$ cat src/rtl/combo_pkg.sv
// Shared state encoding, event codes and special-move IDs for the combo sequencer.
package combo_pkg;

    typedef enum logic [2:0] {
        S_IDLE,
        S_D,
        S_DF,
        S_DB,
        S_F,
        S_FIRE,
        S_COOLDOWN
    } state_t;

    typedef enum logic [2:0] {
        EV_NONE,
        EV_PUNCH,
        EV_KICK,
        EV_DOWN,
        EV_UP,
        EV_FWD,
        EV_BACK
    } event_t;

    localparam logic [1:0] ID_NONE       = 2'd0;
    localparam logic [1:0] ID_HADOKEN    = 2'd1;
    localparam logic [1:0] ID_TATSU      = 2'd2;
    localparam logic [1:0] ID_DASH_PUNCH = 2'd3;

    function automatic logic is_partial(state_t s);
        return s inside {S_D, S_DF, S_DB, S_F};
    endfunction

    // F carries its second step in a separate flag rather than its own state.
    function automatic logic [1:0] step_of(state_t s, logic second);
        case (s)
            S_D:        return 2'd1;
            S_DF, S_DB: return 2'd2;
            S_F:        return second ? 2'd2 : 2'd1;
            default:    return 2'd0;
        endcase
    endfunction

endpackage

$ cat src/rtl/btn_event_encoder.sv
// Rising-edge detection, facing-relative forward/back mapping and priority
// reduction of the six button levels into at most one event per cycle.
module btn_event_encoder
    import combo_pkg::*;
(
    input  logic   clk,
    input  logic   reset,
    input  logic   btn_up,
    input  logic   btn_down,
    input  logic   btn_left,
    input  logic   btn_right,
    input  logic   btn_punch,
    input  logic   btn_kick,
    input  logic   facing_right,
    output logic   event_valid,
    output event_t event_code
);

    logic [5:0] lvl;
    logic [5:0] prev;
    logic [5:0] rise;
    logic       armed;
    logic       fwd_rise;
    logic       back_rise;

    assign lvl = {btn_kick, btn_punch, btn_right, btn_left, btn_down, btn_up};

    // The first clock after reset only captures levels, so a held button stays silent.
    always_ff @(posedge clk or posedge reset) begin
        if (reset) begin
            prev  <= '0;
            armed <= 1'b0;
        end else begin
            prev  <= lvl;
            armed <= 1'b1;
        end
    end

    assign rise      = armed ? (lvl & ~prev) : 6'b0;
    assign fwd_rise  = facing_right ? rise[3] : rise[2];
    assign back_rise = facing_right ? rise[2] : rise[3];

    always_comb begin
        event_code = EV_NONE;
        if (rise[4])        event_code = EV_PUNCH;
        else if (rise[5])   event_code = EV_KICK;
        else if (rise[1])   event_code = EV_DOWN;
        else if (rise[0])   event_code = EV_UP;
        else if (fwd_rise)  event_code = EV_FWD;
        else if (back_rise) event_code = EV_BACK;
    end

    assign event_valid = (event_code != EV_NONE);

endmodule

$ cat src/rtl/combo_sequencer.sv
// Fighting-game style special-move detector: tracks partial button combos
// within a step window and fires a one-cycle special pulse on completion.
//
// state      | meaning
// -----------+---------------------------------------------------------
// S_IDLE     | no partial combo open
// S_D        | down accepted
// S_DF       | down, forward accepted
// S_DB       | down, back accepted
// S_F        | forward accepted (second=1: forward, forward)
// S_FIRE     | one-cycle special pulse
// S_COOLDOWN | all events ignored until the cooldown count elapses
module combo_sequencer
    import combo_pkg::*;
#(
    parameter int WINDOW_TICKS   = 25000000,
    parameter int COOLDOWN_TICKS = 12500000
) (
    input  logic       clk,
    input  logic       reset,
    input  logic       btn_up,
    input  logic       btn_down,
    input  logic       btn_left,
    input  logic       btn_right,
    input  logic       btn_punch,
    input  logic       btn_kick,
    input  logic       facing_right,
    output logic       special_fire,
    output logic [1:0] special_id,
    output logic       combo_active,
    output logic [1:0] step
);

    localparam int CNT_MAX = (WINDOW_TICKS > COOLDOWN_TICKS) ? WINDOW_TICKS : COOLDOWN_TICKS;
    localparam int CNT_W   = (CNT_MAX > 2) ? $clog2(CNT_MAX) : 1;
    localparam logic [CNT_W-1:0] WIN_LAST  = CNT_W'(WINDOW_TICKS - 1);
    localparam logic [CNT_W-1:0] COOL_LAST = CNT_W'(COOLDOWN_TICKS - 1);

    logic             ev_valid;
    event_t           ev_code;
    state_t           state;
    state_t           nxt_state;
    state_t           restart_state;
    logic             second;
    logic             nxt_second;
    logic [CNT_W-1:0] cnt;
    logic [CNT_W-1:0] nxt_cnt;
    logic [1:0]       nxt_id;

    btn_event_encoder u_enc (
        .clk          (clk),
        .reset        (reset),
        .btn_up       (btn_up),
        .btn_down     (btn_down),
        .btn_left     (btn_left),
        .btn_right    (btn_right),
        .btn_punch    (btn_punch),
        .btn_kick     (btn_kick),
        .facing_right (facing_right),
        .event_valid  (ev_valid),
        .event_code   (ev_code)
    );

    // Where any event lands when it does not extend the current combo.
    assign restart_state = (ev_code == EV_DOWN) ? S_D :
                           (ev_code == EV_FWD)  ? S_F : S_IDLE;

    always_comb begin
        nxt_state  = state;
        nxt_second = second;
        nxt_cnt    = cnt;
        nxt_id     = ID_NONE;
        case (state)
            S_IDLE: begin
                nxt_cnt = '0;
                if (ev_valid) begin
                    nxt_state  = restart_state;
                    nxt_second = 1'b0;
                end
            end
            S_D, S_DF, S_DB, S_F: begin
                // An event on the expiry cycle still counts; expiry only applies to a quiet cycle.
                if (ev_valid) begin
                    nxt_cnt    = '0;
                    nxt_state  = restart_state;
                    nxt_second = 1'b0;
                    case (state)
                        S_D: begin
                            if (ev_code == EV_FWD)       nxt_state = S_DF;
                            else if (ev_code == EV_BACK) nxt_state = S_DB;
                        end
                        S_DF: begin
                            if (ev_code == EV_PUNCH) begin
                                nxt_state = S_FIRE;
                                nxt_id    = ID_HADOKEN;
                            end
                        end
                        S_DB: begin
                            if (ev_code == EV_KICK) begin
                                nxt_state = S_FIRE;
                                nxt_id    = ID_TATSU;
                            end
                        end
                        S_F: begin
                            if (!second && ev_code == EV_FWD) begin
                                nxt_state  = S_F;
                                nxt_second = 1'b1;
                            end else if (second && ev_code == EV_PUNCH) begin
                                nxt_state = S_FIRE;
                                nxt_id    = ID_DASH_PUNCH;
                            end
                        end
                        default: ;
                    endcase
                end else if (cnt == WIN_LAST) begin
                    nxt_state  = S_IDLE;
                    nxt_cnt    = '0;
                    nxt_second = 1'b0;
                end else begin
                    nxt_cnt = cnt + CNT_W'(1);
                end
            end
            S_FIRE: begin
                nxt_state  = S_COOLDOWN;
                nxt_cnt    = '0;
                nxt_second = 1'b0;
            end
            S_COOLDOWN: begin
                if (cnt == COOL_LAST) begin
                    nxt_state = S_IDLE;
                    nxt_cnt   = '0;
                end else begin
                    nxt_cnt = cnt + CNT_W'(1);
                end
            end
            default: begin
                nxt_state  = S_IDLE;
                nxt_cnt    = '0;
                nxt_second = 1'b0;
            end
        endcase
    end

    always_ff @(posedge clk or posedge reset) begin
        if (reset) begin
            state        <= S_IDLE;
            second       <= 1'b0;
            cnt          <= '0;
            special_fire <= 1'b0;
            special_id   <= ID_NONE;
            combo_active <= 1'b0;
            step         <= 2'd0;
        end else begin
            state        <= nxt_state;
            second       <= nxt_second;
            cnt          <= nxt_cnt;
            special_fire <= (nxt_state == S_FIRE);
            special_id   <= (nxt_state == S_FIRE) ? nxt_id : ID_NONE;
            combo_active <= is_partial(nxt_state);
            step         <= step_of(nxt_state, nxt_second);
        end
    end

endmodule

$ cat config.mk
export PLATFORM = sky130hd
export DESIGN_NAME = combo_sequencer
export DESIGN_NICKNAME = d
export VERILOG_FILES = /design/src/rtl/combo_pkg.sv /design/src/rtl/btn_event_encoder.sv /design/src/rtl/combo_sequencer.sv
export SDC_FILE = /design/constraint.sdc
export NUM_CORES = 1
export LEC_CHECK = 0
export CORE_MARGIN = 2
export CORE_UTILIZATION = 55
export CTS_BUF_LIST = sky130_fd_sc_hd__clkbuf_2 sky130_fd_sc_hd__clkbuf_4 sky130_fd_sc_hd__clkbuf_8
export CTS_CLUSTER_SIZE = 10
export DETAILED_ROUTE_END_ITERATION = 12
export PLACE_DENSITY = 0.78
export SETUP_SLACK_MARGIN = 0.4
export SLEW_MARGIN = 10
export SYNTH_ARGS = -nofsm -noshare
export SYNTH_HDL_FRONTEND = slang
export SYNTH_HIERARCHICAL = 1
export SYNTH_SLANG_ARGS = --single-unit
$ cat constraint.sdc
create_clock -name clk -period 2.3 [get_ports clk]
set_input_delay 0.69 -clock clk [delete_from_list [all_inputs] [get_ports clk]]
set_output_delay 0.69 -clock clk [all_outputs]
set_load 0.05 [all_outputs]
==> out/metrics.yaml, run 1 <==
critical_path:
  path_max_fanout: 7
  reg2reg_to: "step[0]$_DFF_PP0_"
  start_kind: "primary input"
  crit_required_ps: 2480
  crit_type: "in2reg"
  end_kind: "flip-flop"
  slowest_delay_ps: 440
  arrival_ps: 2800
  cpLargestDelayFamily: "simple AND/OR/NAND/NOR gates"
  r2r-start: "u_enc/armed$_DFF_PP0_"
  r2r_slack_ps: -210
  slowest_stage: "or3b_4"
  reg2regPathDepth: 11
  cp_num_buf_inv: 2
  crit_chain: "buf_6, nor2b_4, mux2i_2, o311ai_4, buf_4, or3b_4, nor4b_2, a31oi_1, a21oi_2, a31oi_2, nand3b_1, o31ai_2"
logic_synthesis:
  synth_ff_type: "dfrtp_1"
  syn_nets: 241
  yosysTopAreaCell: "dfrtp_1"
  ys_types: 49
  yosys-top-cells-area: "dfrtp_1 (47%), xor2_1 (7.0%), nor2_1 (5.5%)"
  yosysWarnings: 6
  yosys.area_share.xor_xnor: 0.101
  synth_top_area_share: 0.466
  yosys-mux-area-fraction: 0.00444
  synth_top_family_by_area: "simple AND/OR/NAND/NOR gates"
  yosysSeqAreaShare: 0.466
  async_reset_ff_frac: 1.00
  syn_area_per_cell_sq_um: 9.77
  synth.cell_area_sq_um: 2260
  synth-compound-area-share: 0.0976
  syn_inst: 231
  synth-seq-cells: 42
  synth_edf_count: 0
  yosys.area_share.simple: 0.294
  synth_fa_ha_area_frac: 0.00555
power:
  netSwitchingFraction: 0.250
  p_clk_frac: 0.350
  power.density_nw_per_um2: 419
  p_int_uw: 1050
  p_leak_uw: 0.00146
  p_seq_frac: 0.536
  netSwitchingPower_uw: 350
  comb_power_share: 0.114
  ir_drop_mv: 0.454
status:
  violations: "negative setup slack"
  status: "finished with violations"
grt:
  overflow: 0
  grt-busiest-layer: "met2"
  grt_use_total: 0.318
  grt_max_degree: 36
  antenna_found_initial: 0
  grt.met3_usage: 0.0773
  grt_use_met1: 0.368
  grt_pass1_wl_mm: 10.5
  use_met2: 0.542
  grt_pass1_vias: 2108
finish:
  syn2layout_area_growth_pct: 48.3
  final_common_cell: "dfrtp_1"
  drive_gt1_frac: 0.416
  multi_input_area_sq_um: 1480
  seqCellArea_sq_um: 1050
  nFillCells: 199
  final_cell_mix: "dfrtp_1 (41), buf_4 (36), nand2_1 (17), xor2_1 (17), nor2_1 (16)"
  finish.utilization: 0.842
  nets: 302
  diodes: 0
  final_cells: 343
sta:
  rsz0062_at_grt: "yes"
  tns_ps: -4760
  whs_ps: 483
  slew_viol_final: 0
  setup_violations: 34
  fin_crit_sh: 1.14
  skew_ps: 10.1
  max_freq_mhz: 383
  hold_viol_final: 0
  worst_slack_ps: -312
  min_period_ps: 2610
placement:
  place_inst: 309
  port_buffers: 14
  gp_congestion: 0.803
  dpl.hpwl_mm: 3.20
  place_ws_ps: -1040
floorplan:
  die_h_um: 68.0
  chipWidth_um: 68.0
  start_util: 0.568
  core_sq_um: 3970
  rows: 23
  ios: 15
  die_area_sq_um: 4630
cts:
  worstSkewPairLatency_ps: 310
  cts_tree: "done"
  cts_root_buf: "clkbuf_8"
  holdBufCountCts: 0
  path_clk_slew_ps: 80
  htreeDepth: 2
  cts_buffers: 5
  clock-sinks: 42
  cts_max_path_buffers: 2
routing:
  drtIter0Drc: 213
  drcViolationCount: 0
  ant_nets: 0
  first_pass_iters: 4
  num_vias: 2110
  routedWlPerCell_um: 20.5
  routed_wl_mm: 7.05
  via_per_inst: 6.15
min_path:
  whs_path_depth: 1
  hold_start: "btn_kick"
  hold_path_end: "u_enc/prev[5]$_DFF_PP0_"
  min_path_type: "in2reg"
run:
  drv_cap: 0
flip-flops by register name (all words and copies together) (netlist names):
| name | flops |
|---|---|
| u_enc/prev | 6 |
| second | 1 |
| special_id | 2 |
| special_fire | 1 |
| step | 2 |
| cnt | 25 |
| u_enc/armed | 1 |
| combo_active | 1 |
| state | 3 |
power groups by stage:
| stage | logic, uW | clock network (uW) | registers, uW |
|---|---|---|---|
| 2_1_floorplan | 62.1 | 0 | 763 |
| 3_3_place_gp | 104 | 0 | 763 |
| 3_5_place_dp | 107 | 0 | 764 |
| 4_1_cts | 144 | 494 | 750 |
| 5_1_grt | 170 | 523 | 752 |
| 6_report | 160 | 490 | 751 |
repair_timing:
action | 4_1_cts | 5_1_grt
gates cloned | 3 | 0
resized for setup | 100 | 16
endpoints found under the setup margin | 41 | 36
pin swaps | 43 | 7
buffers inserted | 18 | 5
cell usage after synthesis (all sizes together) (3+ instances only):
cell    count
inv         9
nor2b      10
nor3        3
o21ai       4
xor2       18
nor4        3
clkbuf      6
nor3b       3
xnor2       8
a21oi       3
nand2b      4
nor2       33
dfrtp      42
nand3      12
and3        4
o311ai      3
nor4b       4
and4        3
nand3b      6
nand4       6
nand2      20
worst max path at each step:
stage / start / end / slack (ps) / cells after the start
after floorplan: btn_right / special_id[0]$_DFF_PP0_ / -430 / 10
after global placement: btn_up / step[0]$_DFF_PP0_ / -960 / 9
after detailed placement: btn_right / special_id[0]$_DFF_PP0_ / -1040 / 10
after CTS: btn_right / step[0]$_DFF_PP0_ / -170 / 12
after global routing: btn_right / step[0]$_DFF_PP0_ / -440 / 12
final: btn_right / step[0]$_DFF_PP0_ / -310 / 12
metal layers:
layer  part of all wire  wire length [um]
met2               0.51              3560
met4              0.054               381
met5                  0                 0
met1               0.39              2760
met3              0.049               344
metrics by stage:
stage               total power, uW  area, sq um
CTS                            1390         3210
global route                   1450         3350
detailed placement              870         2630
floorplan                       825         2290
finish                         1400         3350
global placement                867         2630
cells by family (layout without fill, tap and decap cells):
| logic type | count (synthesis) | after routing |
|---|---|---|
| simple gates | 117 | 117 |
| flops | 42 | 42 |
| compound gates | 26 | 26 |
| xor+xnor | 26 | 26 |
| buf+inv | 17 | 79 |
| fa+ha+maj | 1 | 1 |
| other cells | 1 | 1 |
| mux | 1 | 1 |
layout make-up:
| cell class | instances | area share |
|---|---|---|
| sequential | 42 | 0.315 |
| tap | 50 | 0.0187 |
| timing repair buffer | 62 | 0.187 |
| multi-input combinational | 172 | 0.443 |
| inverter | 9 | 0.0101 |
| clock buffer | 6 | 0.0228 |
| clock inverter | 2 | 0.00411 |
worst register-to-register path, cell delays in order (launching register included):
cell      delay [ps]
dfrtp_2          470
nand3b_1         160
buf_4            150
o311ai_4         100
buf_4            160
or3b_4           440
nor4b_2          280
a31oi_1          130
a21oi_2          200
a31oi_2           70
nand3b_1         150
o31ai_2           80
(Power assumes the default switching activity.)
==> run 2, diff against run 1 <==
--- a/config.mk
+++ b/config.mk
@@ -6,11 +6,10 @@
 export NUM_CORES = 1
 export LEC_CHECK = 0
 export CORE_MARGIN = 2
-export CORE_UTILIZATION = 55
-export CTS_BUF_LIST = sky130_fd_sc_hd__clkbuf_2 sky130_fd_sc_hd__clkbuf_4 sky130_fd_sc_hd__clkbuf_8
+export CORE_UTILIZATION = 53
 export CTS_CLUSTER_SIZE = 10
 export DETAILED_ROUTE_END_ITERATION = 12
-export PLACE_DENSITY = 0.78
+export PLACE_DENSITY = 0.76
 export SETUP_SLACK_MARGIN = 0.4
 export SLEW_MARGIN = 10
 export SYNTH_ARGS = -nofsm -noshare
==> out/metrics.yaml, run 2 (same netlist as run 1, synthesis figures left out) <==
grt:
  overflow: 0  # unchanged
  grt_pass1_wl_mm: 8.89  # -16%
  antenna_found_initial: 0  # unchanged
  grt_pass1_vias: 1937  # -8.1%
  grt_use_total: 0.231  # -0.0866
  grt_max_degree: 36  # unchanged
critical_path:
  crit_start: "btn_kick"
  crit_type: "in2reg"
  end_kind: "flip-flop"
  arrival_ps: 2750  # -50 ps
  slowest_stage: "or3b_4"
  start_kind: "primary input"
  crit_required_ps: 2510  # +30 ps
  path_max_fanout: 5  # -2
  crit_chain: "buf_6, nor2b_4, o21a_1, a311oi_2, or3b_4, buf_6, nand4_1, a21oi_2, o21ai_2, a21bo_1, o31ai_2"
  cpLargestDelayFamily: "compound AO/OA/AOI/OAI gates"
  reg2regPathDepth: 10  # -1
  r2r_slack_ps: -160  # +50 ps
  cpMostUsedCell: "buf_6"
  slowest_delay_ps: 490  # +50 ps
  r2r-start: "u_enc/prev[3]$_DFF_PP0_"
  reg2reg_to: "step[0]$_DFF_PP0_"
  cp_num_buf_inv: 2  # unchanged
finish:
  syn2layout_area_growth_pct: 41.9
  multi_input_area_sq_um: 1490  # +0.25%
  regMostFlops: "cnt"
  top_regs: "cnt x25, u_enc/prev x6, state x3"
  nets: 293  # -3.0%
  diodes: 0  # unchanged
  final_cell_mix: "dfrtp_1 (41), buf_4 (26), nand2_1 (18)"
  stdcell_area_sq_um: 3200  # -4.3%
  seqCellArea_sq_um: 1050  # unchanged
  finish.utilization: 0.789  # -0.0534
  nFillCells: 235  # +18%
  largest_register_ffs: 25  # unchanged
  final_common_cell: "dfrtp_1"
  drive_gt1_frac: 0.406  # -0.0100
  final_cells: 333  # -2.9%
status:
  violations: "negative setup slack"
  status: "finished with violations"
power:
  power.density_nw_per_um2: 424  # +1.4%
  comb_power_share: 0.113  # about the same
  p_seq_frac: 0.552  # +0.016
  netSwitchingPower_uw: 336  # -3.9%
  p_clk_frac: 0.334  # -0.016
  netSwitchingFraction: 0.247  # -0.00246
  p_int_uw: 1020  # -2.6%
  p_leak_uw: 0.00141  # -3.2%
  ir_drop_mv: 0.299  # -34%
cts:
  cts_tree: "done"
  cts_max_path_buffers: 2  # unchanged
  path_clk_slew_ps: 70  # about the same
  clock-sinks: 42  # unchanged
  htreeDepth: 2  # unchanged
  worstSkewPairLatency_ps: 300  # about the same
  cts_buffers: 5  # unchanged
  cts_root_buf: "clkbuf_8"
floorplan:
  core_sq_um: 4060  # +2.2%
  die_h_um: 69.2  # +1.8%
  chipWidth_um: 69.2  # +1.8%
  start_util: 0.556  # -0.0121
  die_area_sq_um: 4790  # +3.5%
  ios: 15  # unchanged
  rows: 23  # unchanged
sta:
  slew_headroom: 0.636
  setup_violations: 35  # +2.9%
  skew_ps: 7.15  # -2.96 ps
  worst_pin_slew_ps: 538
  worst_slack_ps: -234  # +78.3 ps
  max_freq_mhz: 395  # +3.1%
  hold_viol_final: 0  # unchanged
  rsz0062_at_grt: "yes"
  min_period_ps: 2530  # -78.3 ps
  fin_crit_sh: 1.10  # -0.0340
  slew_viol_final: 0  # unchanged
  tns_ps: -2910  # +1850 ps
routing:
  ant_nets: 0  # unchanged
  first_pass_iters: 4  # unchanged
  routedWlPerCell_um: 18.0  # -12%
  drtIter0Drc: 160  # -25%
  routed_wl_mm: 5.99  # -15%
  drcViolationCount: 0  # unchanged
  via_per_inst: 5.98  # -2.8%
  num_vias: 1991  # -5.6%
placement:
  port_buffers: 14  # unchanged
  dpl.hpwl_mm: 3.06  # -4.5%
  place_inst: 308  # -0.32%
  dpl-instance-area_sq_um: 2620  # -0.29%
  gp_congestion: 0.786  # -2.1%
  place_ws_ps: -1020  # +16.3 ps
run:
  drv_cap: 0  # unchanged
min_path:
  hold_start: "btn_left"
  hold_path_end: "u_enc/prev[2]$_DFF_PP0_"
  min_path_type: "in2reg"
  whs_path_depth: 1  # unchanged
run 2: area by class of cell:
cell class | instances | share of cell area
multi-input combinational | 172 | 0.464
sequential | 42 | 0.329
timing repair buffer | 53 | 0.152
clock buffer | 5 | 0.0215
tap | 50 | 0.0195
inverter | 9 | 0.0106
clock inverter | 2 | 0.00313
run 2: repair_timing:
item | 4_1_cts | 5_1_grt
setup buffers | 9 | 7
pin swaps | 20 | 22
cloned | 0 | 2
hold buffers | 0 | 0
setup endpoints to repair | 41 | 35
resized for setup | 97 | 19
run 2: power groups by stage:
stage	Clock (uW)	Sequential (uW)	Combinational (uW)
final	454	750	154
after global routing	500	751	166
after CTS	466	750	134
after detailed placement	0	763	105
after global placement	0	763	102
after floorplan	0	763	62.1
run 2: stage by stage:
step / hold slack [ps] / total power (uW)
after detailed placement: 473 / 868
after global placement: 469 / 865
final: 488 / 1360
after CTS: 487 / 1350
after floorplan: 448 / 825
after global routing: 478 / 1420
run 2: how the worst max path moves through the flow:
stage / to / cells after the start
detailed placement: special_id[0]$_DFF_PP0_ / 11
CTS: combo_active$_DFF_PP0_ / 12
finish: step[0]$_DFF_PP0_ / 11
floorplan: special_id[0]$_DFF_PP0_ / 10
global route: step[0]$_DFF_PP0_ / 6
global placement: step[0]$_DFF_PP0_ / 10
run 2: routing by layer:
layer  vias to the layer above  track usage  routed length, um
met3                        32       0.0509                284
met5                         -            0                  0
met4                         0       0.0959                305
li1                        912            -                  -
met1                       966        0.290               2320
met2                        81        0.388               3080
==> run 3, diff against run 2 <==
--- a/config.mk
+++ b/config.mk
@@ -5,6 +5,7 @@
 export SDC_FILE = /design/constraint.sdc
 export NUM_CORES = 1
 export LEC_CHECK = 0
+export CAP_MARGIN = 10
 export CORE_MARGIN = 2
 export CORE_UTILIZATION = 53
 export CTS_CLUSTER_SIZE = 10
==> results of run 3 <==
Same layout as run 2: the final DEF is identical, and so are final timing and power.
